--- config.mk ---
export PLATFORM = sky130hd
export DESIGN_NAME = uart_tx
export DESIGN_NICKNAME = d
export VERILOG_FILES = /design/src/rtl/uart_tx.sv
export SDC_FILE = /design/constraint.sdc
export NUM_CORES = 1
export LEC_CHECK = 0
export BUFFER_PORTS_ARGS = -buffer_cell sky130_fd_sc_hd__buf_2
export CORE_MARGIN = 3
export CORE_UTILIZATION = 30
export CTS_BUF_LIST = sky130_fd_sc_hd__clkbuf_4
export DETAILED_ROUTE_END_ITERATION = 8
export HOLD_SLACK_MARGIN = 0.12
export PLACE_DENSITY_LB_ADDON = 0.3
export REMOVE_ABC_BUFFERS = 1
export SYNTH_ARGS = -nofsm -noshare
export SYNTH_HDL_FRONTEND = slang
export SYNTH_SLANG_ARGS = --single-unit
--- constraint.sdc ---
create_clock -name clk -period 4.7 [get_ports clk]
set_input_delay 0.94 -clock clk [delete_from_list [all_inputs] [get_ports clk]]
set_output_delay 0.94 -clock clk [all_outputs]
set_load 0.01 [all_outputs]
--- src/rtl/uart_tx.sv ---
// UART transmitter: one byte per valid/ready handshake, sent as start bit, LSB-first data,
// optional parity and one or two stop bits. Every output is driven straight from a flop.
module uart_tx #(
    parameter int BPS_MAX    = 5208,
    parameter int BIT_MAX    = 8,
    parameter int PARITY_EN  = 0,
    parameter int PARITY_ODD = 0,
    parameter int STOP_BITS  = 1
) (
    input  logic               clk,
    input  logic               rst,
    input  logic [BIT_MAX-1:0] tx_data,
    input  logic               tx_valid,
    output logic               tx_ready,
    output logic               tx,
    output logic               tx_done
);

    localparam int CW  = $clog2(BPS_MAX);
    localparam int BCW = $clog2(BIT_MAX + 1);
    localparam logic [CW-1:0]  BPS_LAST  = CW'(BPS_MAX - 1);
    localparam logic [BCW-1:0] DATA_LAST = BCW'(BIT_MAX - 1);
    localparam logic [BCW-1:0] STOP_LAST = BCW'(STOP_BITS - 1);

    typedef enum logic [2:0] {
        IDLE   = 3'd0,
        START  = 3'd1,
        DATA   = 3'd2,
        PARITY = 3'd3,
        STOP   = 3'd4
    } state_t;

    state_t             state;
    logic [CW-1:0]      bps_cnt;
    logic [BCW-1:0]     bit_cnt;
    logic [BIT_MAX-1:0] shreg;
    logic               parity_bit;
    logic               bit_end;

    assign bit_end = (bps_cnt == BPS_LAST);

    always_ff @(posedge clk or negedge rst) begin
        if (!rst) begin
            state      <= IDLE;
            tx         <= 1'b1;
            tx_ready   <= 1'b1;
            tx_done    <= 1'b0;
            bps_cnt    <= '0;
            bit_cnt    <= '0;
            shreg      <= '0;
            parity_bit <= 1'b0;
        end else begin
            tx_done <= 1'b0;
            if (state != IDLE) begin
                bps_cnt <= bit_end ? '0 : bps_cnt + 1'b1;
            end
            case (state)
                IDLE: begin
                    // tx_ready is high throughout IDLE, so tx_valid alone means accept.
                    if (tx_valid) begin
                        shreg      <= tx_data;
                        parity_bit <= (PARITY_ODD != 0) ? ~^tx_data : ^tx_data;
                        tx         <= 1'b0;
                        tx_ready   <= 1'b0;
                        bps_cnt    <= '0;
                        bit_cnt    <= '0;
                        state      <= START;
                    end
                end
                START: begin
                    if (bit_end) begin
                        tx    <= shreg[0];
                        shreg <= shreg >> 1;
                        state <= DATA;
                    end
                end
                DATA: begin
                    if (bit_end) begin
                        if (bit_cnt == DATA_LAST) begin
                            bit_cnt <= '0;
                            if (PARITY_EN != 0) begin
                                tx    <= parity_bit;
                                state <= PARITY;
                            end else begin
                                tx    <= 1'b1;
                                state <= STOP;
                            end
                        end else begin
                            bit_cnt <= bit_cnt + 1'b1;
                            tx      <= shreg[0];
                            shreg   <= shreg >> 1;
                        end
                    end
                end
                PARITY: begin
                    if (bit_end) begin
                        tx    <= 1'b1;
                        state <= STOP;
                    end
                end
                STOP: begin
                    // bit_cnt reused to count stop bits; the last wrap ends the frame.
                    if (bit_end) begin
                        if (bit_cnt == STOP_LAST) begin
                            bit_cnt  <= '0;
                            tx_ready <= 1'b1;
                            tx_done  <= 1'b1;
                            state    <= IDLE;
                        end else begin
                            bit_cnt <= bit_cnt + 1'b1;
                        end
                    end
                end
                default: begin
                    tx       <= 1'b1;
                    tx_ready <= 1'b1;
                    state    <= IDLE;
                end
            endcase
        end
    end

endmodule

==> summary.txt <==
Setup path
  – CP Launch Type: flip-flop
  – Cells on worst reg2reg path: 5
  – RR Endpoint: bit_cnt[3]$_DFFE_PN0P_
  – Kind of critical path: flip-flop to flip-flop
  – Reg2reg start: bps_cnt[0]$_DFF_PN0_
  – Critical path endpoint: bit_cnt[3]$_DFFE_PN0P_
  – Max FO, Critical Path: 20
  – Crit. Startpoint: bps_cnt[0]$_DFF_PN0_
  – CP cell instances: ha_1, and4b_2, nand3_1, nor4_1, o22a_1
  – CP arrival: 2.41 ns
  – Largest stage delay on the critical path: 0.57 ns
  – Required @ worst endpoint: 4.98 ns
  – CP Capture Type: flip-flop
  – CP max-delay cell: nand3_1
  – Reg2Reg Setup Slack: 2.57 ns

STA
  – Fmax: 470 MHz
  – Fin. max-slew vios: 0
  – Clk_skew: 0.00573 ns
  – Final Setup Violations: 0
  – Final min period: 2.13 ns
  – Final hold viol count: 0
  – Final Cycle Share: 0.452
  – Slew headroom: 0.411
  – TNS Setup: 0 ns
  – Worst-Margin Slew: 0.875 ns
  – Unrepaired setup endpoints after global routing: no

Min path
  – Worst Hold Class: flip-flop to flip-flop

Clock tree
  – Clock Tree Root: clkbuf_4
  – CTS tree: built
  – Clk slew on worst S/H paths: 0.10 ns
  – Num Clock Sinks: 31
  – Total CTS buffers: 5
  – CTS Buffer Depth: 2
  – Skew-Pair Late Insertion Delay: 0.34 ns
  – CTS resizes: 0
  – Post-CTS setup buffers: 0
  – H-tree depth: 2
  – CTS Hold Bufs: 0

Final layout
  – Multi-input logic area: 997 um^2
  – Area delta synth->final: 7.34%
  – # fillers: 614
  – Final net count: 209
  – Layout cells sized above 1: 0.235
  – Diodes inserted: 0
  – Core Util, Final: 0.336
  – Reg area: 778 um^2

Global routing
  – Met3 usage: 0.0282
  – All-Layer GR Usage: 0.119
  – Gr busiest metal: met2
  – Gr ovfl total: 0
  – Met2 usage: 0.176
  – Initial antenna violation count: 0
  – Largest net degree at the start of global routing: 32
  – Via count of the first global-routing pass: 1408
  – First-pass GRT wire length: 6960 um
  – Global-route met1 utilization: 0.169

Routing
  – Drt drc: 0
  – Final wirelength: 3930 um
  – 1st-iter DRT viols: 98
  – Via-per-instance ratio: 5.33
  – Vias: 1445
  – Drt first pass iters: 4
  – DR WL/cell: 14.5 um
  – Antenna Violating Nets Remaining: 0

Outcome
  – Status: finished clean

Power and ir drop
  – Net Sw Power: 103 uW
  – Clk pwr share: 0.352
  – Pleak: 0.000853 uW
  – Maximum VDD drop: 0.151 mV
  – Int Pwr: 325 uW
  – Reg power frac: 0.624
  – Pwr/cell area: 212 nW/um^2
  – Switching part of the total: 0.240
  – Combinational Power Share: 0.025

Synth
  – Mapped Area: 1880 um^2
  – Synth Area per Inst: 10.1 um^2
  – EDFF count, synth: 0
  – Number of synthesis warnings: 0
  – Sequential share of the synthesized area: 0.415
  – Synth async-reset ratio: 1.00
  – Dominant synthesized flop cell: dfrtp_1
  – Cells after synthesis: 185
  – Cell variety after synth: 53
  – Yosys reg bits: 31

Job
  – Max Cap Viol: 0

Die
  – Die W: 85.1 um
  – Num rows: 28
  – Core area: 5990 um^2
  – Die Y: 85.1 um
  – Initial core utilization: 0.313
  – DIE AREA: 7240 um^2
  – Io pins: 14

Placed design
  – Input/output buffers: 13
  – GPL Wtd Cong: 0.806
  – HPWL Detailed: 2680 um
==> area by class of cell <==
type                            instances  area share
Multi-Input combinational cell        137       0.495
Sequential cell                        31       0.387
Tap cell                               75      0.0466
Timing Repair Buffer                   13      0.0323
Clock buffer                            5      0.0186
Inverter                                7      0.0131
Clock inverter                          3     0.00746
==> worst min path at each step <==
stage,end,start,cells past startpoint,slack [ns]
floorplan,shreg[1]$_DFFE_PN0P_,shreg[1]$_DFFE_PN0P_,1,0.48
global placement,shreg[1]$_DFFE_PN0P_,shreg[1]$_DFFE_PN0P_,1,0.49
detailed placement,shreg[1]$_DFFE_PN0P_,shreg[1]$_DFFE_PN0P_,1,0.49
CTS,shreg[1]$_DFFE_PN0P_,shreg[1]$_DFFE_PN0P_,1,0.53
global route,shreg[6]$_DFFE_PN0P_,shreg[6]$_DFFE_PN0P_,1,0.54
finish,shreg[5]$_DFFE_PN0P_,shreg[5]$_DFFE_PN0P_,1,0.52
==> per-stage QoR <==
stage,cells,area [um^2],hold WS [ns],setup WS [ns],total power [uW]
floorplan,175,1800,0.476,2.72,273
global placement,263,1960,0.493,2.38,283
detailed placement,263,1960,0.490,2.36,283
CTS,271,2010,0.525,2.58,439
global route,271,2010,0.542,2.34,451
finish,271,2010,0.518,2.57,427
==> sequential cells by signal, summed over array words and instances, names as in the netlist <==
register	cells
bps_cnt	13
shreg	8
tx	1
tx_ready	1
tx_done	1
bit_cnt	4
state	3
==> cells by family (layout without fill, tap and decap cells) <==
family / after synthesis / in the layout / share of synthesized area
simple gates: 63 / 63 / 0.193
compound gates: 53 / 53 / 0.199
flops: 31 / 31 / 0.415
buf+inv: 17 / 28 / 0.0534
mux: 15 / 15 / 0.106
fa+ha+maj: 3 / 3 / 0.0200
xor+xnor: 3 / 3 / 0.0140
==> metal layers <==
layer / vias to the layer above / part of all wire
li1: 723 / -
met1: 694 / 0.51
met2: 21 / 0.44
met3: 7 / 0.031
met4: 0 / 0.017
met5: - / 0
==> Yosys cell counts, types with 4 or more instances <==
library cell / number / share of area
a211o_1: 4 / 0.019
a21oi_1: 8 / 0.021
a31oi_1: 16 / 0.053
dfrtp_1: 29 / 0.39
inv_1: 7 / 0.014
mux2_2: 7 / 0.042
mux2_4: 8 / 0.064
nand2_1: 17 / 0.034
nand3_1: 10 / 0.027
nor2_1: 5 / 0.010
nor3_1: 6 / 0.016
nor4_1: 5 / 0.017
o21ai_0: 7 / 0.019
==> worst max-delay path: cells and delay by family (launching register included) <==
family | cells | cell delay, ns
AND/OR/NAND/NOR | 3 | 1.27
AO/OA/AOI/OAI | 1 | 0.17
adder cells (fa/ha/maj) | 1 | 0.21
flip-flops | 1 | 0.42
==> layout by cell type, fill, tap and decap left out, types with 2 or more instances in the layout <==
cell and count:
a21oi_1 8, dfrtp_1 29, o21ai_0 7, nor3b_1 2, ha_1 3, xnor2_1 3
mux2_4 8, nor3_1 6, a31oi_1 16, o211ai_1 3, dfstp_2 2, buf_2 13
nor4_1 5, nor2_1 5, and3_1 2, nand2_1 17, mux2_2 7, nand2b_1 2
inv_1 7, clkinv_1 2, a211o_1 4, nand3_1 10, clkbuf_4 5
==> power groups by stage <==
stage	Combinational, uW	Sequential, uW	Clock [uW]
after floorplan	0.975	272	0
after global placement	11.3	272	0
after detailed placement	11.5	272	0
after CTS	11.5	267	161
after global routing	12.6	267	172
final	10.6	267	150
No activity file was read; power rests on OpenSTA's default activity.
